`config.mk`:
```
export PLATFORM = sky130hd
export DESIGN_NAME = seq_gf_mult_red_unit
export DESIGN_NICKNAME = d
export VERILOG_FILES = /design/src/rtl/gf_unit_pkg.sv /design/src/rtl/gf_digit_step.sv /design/src/rtl/seq_gf_mult_red_unit.sv
export SDC_FILE = /design/constraint.sdc
export NUM_CORES = 2
export LEC_CHECK = 0
export BUFFER_PORTS_ARGS = -buffer_cell sky130_fd_sc_hd__buf_2
export CORE_ASPECT_RATIO = 1.4
export CORE_MARGIN = 10
export CORE_UTILIZATION = 45
export CTS_CLUSTER_SIZE = 12
export DETAILED_ROUTE_END_ITERATION = 10
export SLEW_MARGIN = 0
export SYNTH_ARGS = -nofsm -noshare
export SYNTH_HDL_FRONTEND = slang
export SYNTH_SLANG_ARGS = --single-unit
```
`constraint.sdc`:
```
create_clock -name clk -period 14.9 [get_ports clk]
set_input_delay 2.235 -clock clk [delete_from_list [all_inputs] [get_ports clk]]
set_output_delay 2.235 -clock clk [all_outputs]
set_load 0.02 [all_outputs]
```
`src/rtl/gf_unit_pkg.sv`:
```
// Shared types for the sequential GF(2^m) multiply / reduce unit.
// Contents: opcode and FSM-state enums, default sizing, step-count and opcode helpers.
// No ports; imported by seq_gf_mult_red_unit and gf_digit_step.
package gf_unit_pkg;

   localparam int DEF_DATA_WIDTH     = 32;
   localparam int DEF_BITS_PER_CYCLE = 1;

   typedef enum logic [2:0] {
      OP_ADD      = 3'd0,
      OP_MULT     = 3'd1,
      OP_SQR      = 3'd2,
      OP_RED      = 3'd3,
      OP_MULT_RED = 3'd4
   } op_e;

   typedef enum logic [1:0] {
      ST_IDLE = 2'd0,
      ST_MUL  = 2'd1,
      ST_RED  = 2'd2,
      ST_FIN  = 2'd3
   } state_e;

   // Number of digit steps needed to walk a W-bit operand D bits at a time.
   function automatic int gf_steps(input int w, input int d);
      return w / d;
   endfunction

   // Opcodes 5..7 are reserved and reported through err.
   function automatic logic op_is_legal(input logic [2:0] op);
      return (op <= 3'(OP_MULT_RED));
   endfunction

endpackage

```
`src/rtl/gf_digit_step.sv`:
```
// One D-bit digit step of the sequential unit, purely combinational.
// Multiply mode: adds/XORs up to D shifted partial products; reduce mode: up to D polynomial XORs.
// Ports: red_mode_i/carry_i select the operation, acc_i/acc_o the 2W accumulator, idx_i the step index.
module gf_digit_step
   import gf_unit_pkg::*;
#(
   parameter int W  = DEF_DATA_WIDTH,
   parameter int D  = DEF_BITS_PER_CYCLE,
   parameter int CW = 6
) (
   input  logic             red_mode_i,
   input  logic             carry_i,
   input  logic [2*W-1:0]   acc_i,
   input  logic [W-1:0]     mcand_i,
   input  logic [W-1:0]     mplier_i,
   input  logic [W:0]       poly_i,
   input  logic [CW-1:0]    idx_i,
   output logic [2*W-1:0]   acc_o
);

   logic [2*W-1:0] mul_acc;
   logic [2*W-1:0] red_acc;
   logic [2*W-1:0] pp;
   logic [2*W-1:0] poly_ext;
   logic [2*W-1:0] rem_sh;
   logic [W-1:0]   mp_sh;

   always_comb begin
      mul_acc  = acc_i;
      red_acc  = acc_i;
      pp       = '0;
      rem_sh   = '0;
      mp_sh    = '0;
      poly_ext = {{(W-1){1'b0}}, poly_i};
      for (int j = 0; j < D; j++) begin
         // Multiplier bit idx*D+j, LSB first; partial product is the multiplicand at that weight.
         mp_sh = mplier_i >> (int'(idx_i) * D + j);
         pp    = {{W{1'b0}}, mcand_i} << (int'(idx_i) * D + j);
         if (mp_sh[0]) begin
            mul_acc = carry_i ? (mul_acc + pp) : (mul_acc ^ pp);
         end
         // Remainder bit p = 2W-1-idx*D-j, MSB first. The running value is used so a
         // lower bit sees the XORs already applied by higher bits in the same step.
         rem_sh = red_acc >> (2*W - 1 - int'(idx_i) * D - j);
         if (rem_sh[0]) begin
            red_acc = red_acc ^ (poly_ext << (W - 1 - int'(idx_i) * D - j));
         end
      end
      acc_o = red_mode_i ? red_acc : mul_acc;
   end

endmodule

```
`src/rtl/seq_gf_mult_red_unit.sv`:
```
// Digit-serial add / multiply / square / GF(2^m) reduce / multiply-then-reduce engine.
// Latency: ADD 1, MULT/SQR/RED W/D, MULT_RED 2W/D, error 1 edge; done pulses one cycle.
// Handshake: start is taken only when idle (including the done cycle); start while busy is dropped.
// Ports: clk, rst (async active-high), start/op/carry_option/polyn_red_in/reduc_in/a/b in;
//        busy, done, err, out (W), mult_out (2W) out, all registered.
module seq_gf_mult_red_unit
   import gf_unit_pkg::*;
#(
   parameter int DATA_WIDTH     = DEF_DATA_WIDTH,
   parameter int BITS_PER_CYCLE = DEF_BITS_PER_CYCLE
) (
   input  logic                      clk,
   input  logic                      rst,
   input  logic                      start,
   input  logic [2:0]                op,
   input  logic                      carry_option,
   input  logic [DATA_WIDTH:0]       polyn_red_in,
   input  logic [2*DATA_WIDTH-1:0]   reduc_in,
   input  logic [DATA_WIDTH-1:0]     a,
   input  logic [DATA_WIDTH-1:0]     b,
   output logic                      busy,
   output logic                      done,
   output logic                      err,
   output logic [DATA_WIDTH-1:0]     out,
   output logic [2*DATA_WIDTH-1:0]   mult_out
);

   localparam int W     = DATA_WIDTH;
   localparam int D     = BITS_PER_CYCLE;
   localparam int STEPS = gf_steps(W, D);
   localparam int CW    = $clog2(STEPS) + 1;
   localparam logic [CW-1:0] LAST_IDX = CW'(STEPS - 1);

   if ((DATA_WIDTH % BITS_PER_CYCLE) != 0) begin : g_bad_cfg
      $error("BITS_PER_CYCLE must divide DATA_WIDTH");
   end

   // Latched request
   state_e          state_q;
   logic [2:0]      op_q;
   logic            carry_q;
   logic            err_q;
   logic [W-1:0]    a_q;
   logic [W-1:0]    b_q;      // multiplier: b, or a for SQR
   logic [W:0]      poly_q;
   logic [2*W-1:0]  hold_q;   // value reported on mult_out for RED / MULT_RED
   logic [2*W-1:0]  acc_q;    // product accumulator, then reduction remainder
   logic [CW-1:0]   idx_q;

   // Registered outputs
   logic            busy_q;
   logic            done_q;
   logic            err_out_q;
   logic [W-1:0]    out_q;
   logic [2*W-1:0]  mult_q;

   // Shared step datapath
   logic            st_red;
   logic            st_carry;
   logic [2*W-1:0]  st_acc;
   logic [W-1:0]    st_mcand;
   logic [W-1:0]    st_mplier;
   logic [W:0]      st_poly;
   logic [CW-1:0]   st_idx;
   logic [2*W-1:0]  acc_d;

   logic            needs_poly;
   logic            cfg_err;
   logic [W:0]      add_sum;

   assign needs_poly = (op == OP_RED) || (op == OP_MULT_RED);
   assign cfg_err    = !op_is_legal(op) || (needs_poly && !polyn_red_in[W]);
   assign add_sum    = {1'b0, a_q} + {1'b0, b_q};

   // Step 0 runs on the accepting edge straight from the ports, so the remaining steps fit
   // the W/D latency with the FIN cycle included. Afterwards the latched copies feed it.
   always_comb begin
      st_red    = 1'b0;
      st_carry  = 1'b0;
      st_acc    = '0;
      st_mcand  = '0;
      st_mplier = '0;
      st_poly   = '0;
      st_idx    = '0;
      if (state_q == ST_IDLE) begin
         st_red    = (op == OP_RED);
         st_carry  = carry_option && (op != OP_MULT_RED);
         st_acc    = (op == OP_RED) ? reduc_in : '0;
         st_mcand  = a;
         st_mplier = (op == OP_SQR) ? a : b;
         st_poly   = polyn_red_in;
      end else begin
         st_red    = (state_q == ST_RED);
         st_carry  = carry_q;
         st_acc    = acc_q;
         st_mcand  = a_q;
         st_mplier = b_q;
         st_poly   = poly_q;
         st_idx    = idx_q;
      end
   end

   gf_digit_step #(
      .W  (W),
      .D  (D),
      .CW (CW)
   ) u_step (
      .red_mode_i (st_red),
      .carry_i    (st_carry),
      .acc_i      (st_acc),
      .mcand_i    (st_mcand),
      .mplier_i   (st_mplier),
      .poly_i     (st_poly),
      .idx_i      (st_idx),
      .acc_o      (acc_d)
   );

   always_ff @(posedge clk or posedge rst) begin
      if (rst) begin
         state_q   <= ST_IDLE;
         op_q      <= '0;
         carry_q   <= 1'b0;
         err_q     <= 1'b0;
         a_q       <= '0;
         b_q       <= '0;
         poly_q    <= '0;
         hold_q    <= '0;
         acc_q     <= '0;
         idx_q     <= '0;
         busy_q    <= 1'b0;
         done_q    <= 1'b0;
         err_out_q <= 1'b0;
         out_q     <= '0;
         mult_q    <= '0;
      end else begin
         done_q <= 1'b0;
         case (state_q)
            ST_IDLE: begin
               if (start) begin
                  busy_q  <= 1'b1;
                  op_q    <= op;
                  a_q     <= a;
                  b_q     <= (op == OP_SQR) ? a : b;
                  carry_q <= carry_option && (op != OP_MULT_RED);
                  poly_q  <= polyn_red_in;
                  hold_q  <= reduc_in;
                  err_q   <= cfg_err;
                  acc_q   <= acc_d;
                  idx_q   <= CW'(1);
                  if (cfg_err || (op == OP_ADD)) begin
                     state_q <= ST_FIN;
                  end else if (op == OP_RED) begin
                     state_q <= (STEPS == 1) ? ST_FIN : ST_RED;
                  end else if (STEPS > 1) begin
                     state_q <= ST_MUL;
                  end else if (op == OP_MULT_RED) begin
                     // Single-step product is already complete: reduce it next.
                     state_q <= ST_RED;
                     idx_q   <= '0;
                     hold_q  <= acc_d;
                  end else begin
                     state_q <= ST_FIN;
                  end
               end
            end
            ST_MUL: begin
               acc_q <= acc_d;
               if (idx_q == LAST_IDX) begin
                  if (op_q == OP_MULT_RED) begin
                     state_q <= ST_RED;
                     idx_q   <= '0;
                     hold_q  <= acc_d;
                  end else begin
                     state_q <= ST_FIN;
                  end
               end else begin
                  idx_q <= idx_q + CW'(1);
               end
            end
            ST_RED: begin
               acc_q <= acc_d;
               if (idx_q == LAST_IDX) begin
                  state_q <= ST_FIN;
               end else begin
                  idx_q <= idx_q + CW'(1);
               end
            end
            ST_FIN: begin
               state_q   <= ST_IDLE;
               busy_q    <= 1'b0;
               done_q    <= 1'b1;
               err_out_q <= err_q;
               if (err_q) begin
                  out_q  <= '0;
                  mult_q <= '0;
               end else begin
                  case (op_q)
                     OP_ADD: begin
                        if (carry_q) begin
                           out_q  <= add_sum[W-1:0];
                           mult_q <= {{(W-1){1'b0}}, add_sum};
                        end else begin
                           out_q  <= a_q ^ b_q;
                           mult_q <= {{W{1'b0}}, a_q ^ b_q};
                        end
                     end
                     OP_RED, OP_MULT_RED: begin
                        out_q  <= acc_q[W-1:0];
                        mult_q <= hold_q;
                     end
                     default: begin
                        out_q  <= acc_q[W-1:0];
                        mult_q <= acc_q;
                     end
                  endcase
               end
            end
            default: begin
               state_q <= ST_IDLE;
               busy_q  <= 1'b0;
            end
         endcase
      end
   end

   assign busy     = busy_q;
   assign done     = done_q;
   assign err      = err_out_q;
   assign out      = out_q;
   assign mult_out = mult_q;

endmodule

```
==> flow_metrics.env <==
export IMPL_gp_congestion=1.07
export IMPL_post_route_period_util_pct=54.4
export IMPL_ctsHoldBuffers=0
export IMPL_cpMaxStageDelayCell="a211oi_1"
export IMPL_synth_edf_count=0
export IMPL_clk_path_buf_depth=3
export IMPL_dieArea_um2=79000
export IMPL_io_pins=267
export IMPL_hold_path_class="register to register"
export IMPL_clockRootBuffer="clkbuf_16"
export IMPL_core_area_um2=67700
export IMPL_worstMarginPinSlew_ps=1190
export IMPL_grtUsageTotal_pct=38.8
export IMPL_grt_overflow=0
export IMPL_dp_hpwl_um=122000
export IMPL_finalSetupViolCount=0
export IMPL_nFillCells=6897
export IMPL_postCtsSetupRepairBufs=0
export IMPL_maxSlewViolCount=0
export IMPL_status="finished clean"
export IMPL_synth_distinct_cells=103
export IMPL_drive_gt1_share_pct=16.4
export IMPL_synth_seq_cells=337
export IMPL_synth_top_cell_area_share_pct=27.5
export IMPL_cts_sinks=337
export IMPL_rsz0062_at_grt="no"
export IMPL_synthTopCellsByCount="399 x a21oi_1, 337 x dfrtp_1, 323 x nand2_1"
export IMPL_yosysTopAreaCell="dfrtp_1"
export IMPL_grt_pass1_wl_um=224000
export IMPL_crit_type="register to register"
export IMPL_synth_most_common_cell="a21oi_1"
export IMPL_num_vias=32100
export IMPL_setup_tns_final_ps=0
export IMPL_cts_htree_levels=2
export IMPL_max_slew_margin_pct=20.1
export IMPL_synth_area_per_cell_um2=8.17
export IMPL_cp_start_kind="register"
export IMPL_grt_pass1_vias=30600
export IMPL_endpoint_kind="register"
export IMPL_via_per_inst=6.81
export IMPL_drt_iter0_markers=3951
export IMPL_routed_wl_um=157000
export IMPL_drc_errors=0
export IMPL_synth_area_top_cells="dfrtp_1 28%, a21oi_1 6.5%, mux2i_1 6.1%"
export IMPL_synthArstFlopShare_pct=100
export IMPL_critPathMostFrequentCell="mux2i_1"
export IMPL_drt_pass1_iter_count=6
export IMPL_crit_arrival_ps=8630
export IMPL_rrSetupSlack_ps=6790
export IMPL_antenna_found_initial=18
export IMPL_grt_max_degree=117
export IMPL_cts_buffers=38
export IMPL_ant_nets=0
export IMPL_max_stage_delay_ps=660
export IMPL_ys_flop_type="dfrtp_1"
export IMPL_cts_resized=0
export IMPL_crit_family="compound AO/OA/AOI/OAI gates"
export IMPL_maxCapViolations=0
export IMPL_critPathBufInv=3
export IMPL_clk_pin_slew_ps=70
export IMPL_syn_nets=4020
export IMPL_skew_ps=30.3
export IMPL_path_max_fanout=51
export IMPL_syn_area_um2=30600
export IMPL_dieHeight_um=329
export IMPL_start_util_pct=45.2
export IMPL_yosys_warnings=0
export IMPL_syn_inst=3749
export IMPL_worstPathRequired_ps=15430
export IMPL_port_buffers=266
export IMPL_worstSkewPairLatency_ps=620
export IMPL_hold_violations=0
export IMPL_fmax_mhz=123
export IMPL_rows=113
export IMPL_crit_path_cell_trace="inv_1 -> ha_2 -> buf_4 -> nand2b_4 -> buf_4 -> mux2i_1 -> mux2i_1 -> o21ai_0 -> mux2i_1 -> a22oi_1 -> nor2_1 -> a22oi_1 -> o22ai_1 -> ha_1 -> nand2_1 -> nor4_1 -> o2111ai_1 -> and3_1 -> a211oi_1 -> a31oi_1 -> o41ai_1 -> a211oi_2 -> o21ai_1"
export IMPL_area_growth_pct=9.69
export IMPL_yosysSeqAreaShare_pct=27.5
export IMPL_die_x_um=240
export IMPL_wire_per_inst_um=33.4
export IMPL_fin_crit_ps=8110
export IMPL_cts_tree="yes"
export IMPL_nets=4078
[state kept, by name (all words and copies together) (netlist names)]
signal and flops:
poly_q 33, state_q 2, acc_q 64, hold_q 64
op_q 3, mult_out 64, idx_q 6, out 32
carry_q 1, b_q 32, done 1, a_q 32
err 1, err_q 1, busy 1
[worst paths after layout]
kind | startpoint | endpoint | cells past startpoint
max | state_q[1] | hold_q[58] | 23
max in group asynchronous | rst | poly_q[12] | 4
max reg2reg | state_q[1] | hold_q[58] | 23
min | mult_out[1] | mult_out[1] | 1
min reg2reg | mult_out[1] | mult_out[1] | 1
min in group asynchronous | rst | err | 2
[metrics by stage]
stage	hold WS (ps)	cells	instance area (um2)	worst slack, ps	util [%]
floorplan	447	3749	30600	3330	-
global placement	458	4629	32300	7050	47.7
detailed placement	464	4629	32300	7020	47.7
CTS	478	4694	33500	7040	49.5
global route	488	4707	33600	6570	49.6
finish	477	4711	33600	6790	49.6
[cell usage in the layout, fill, tap and decap left out, types with 87 or more instances in the layout]
cell type | Yosys | layout
dfrtp_1 | 337 | 337
ha_1 | 101 | 99
o21ai_0 | 276 | 276
mux2i_1 | 188 | 188
nand2_1 | 323 | 321
inv_1 | 89 | 87
mux2_2 | 99 | 99
buf_2 | 56 | 266
nor2_1 | 311 | 310
a21oi_1 | 399 | 397
and3_1 | 108 | 108
[cell type report]
type / count / area (um2) / share of cell area (%)
Sequential cell: 337 / 8430 / 25.1
Inverter: 94 / 360 / 1.07
Antenna cell: 17 / 42.5 / 0.127
Clock inverter: 11 / 180 / 0.536
Multi-Input combinational cell: 3002 / 20600 / 61.2
Tap cell: 862 / 1080 / 3.21
Clock buffer: 54 / 1090 / 3.25
Timing Repair Buffer: 334 / 1840 / 5.48
[layer usage]
layer / global-route usage, % / vias to the layer above / part of all wire (%)
met3: 10.4 / 377 / 10
met5: 0 / - / 0.0083
met1: 46.6 / 15900 / 37
li1: - / 14000 / -
met2: 61.0 / 1809 / 46
met4: 24.0 / 2 / 6.7
[cell families after synthesis]
group | count (synthesis) | synth area share [%]
buf+inv | 410 | 5.81
flops | 337 | 27.5
fa+ha+maj | 103 | 4.26
xor+xnor | 129 | 3.69
compound gates | 1290 | 27.0
simple gates | 1142 | 18.1
mux | 338 | 13.6
[worst register-to-register path: cells and delay by family (launching register included)]
family                     cells  cell delay [ps]
adders and majority gates      2              740
DFF                            1              410
muxes                          3              900
and+or+nand+nor                5             1520
AOI/OAI and AO/OA             10             3190
buffers and inverters          3             1270
Power is left out: the tool's default activity adds up to more than one toggle a clock period on the data nets, which glitch-free logic cannot reach.
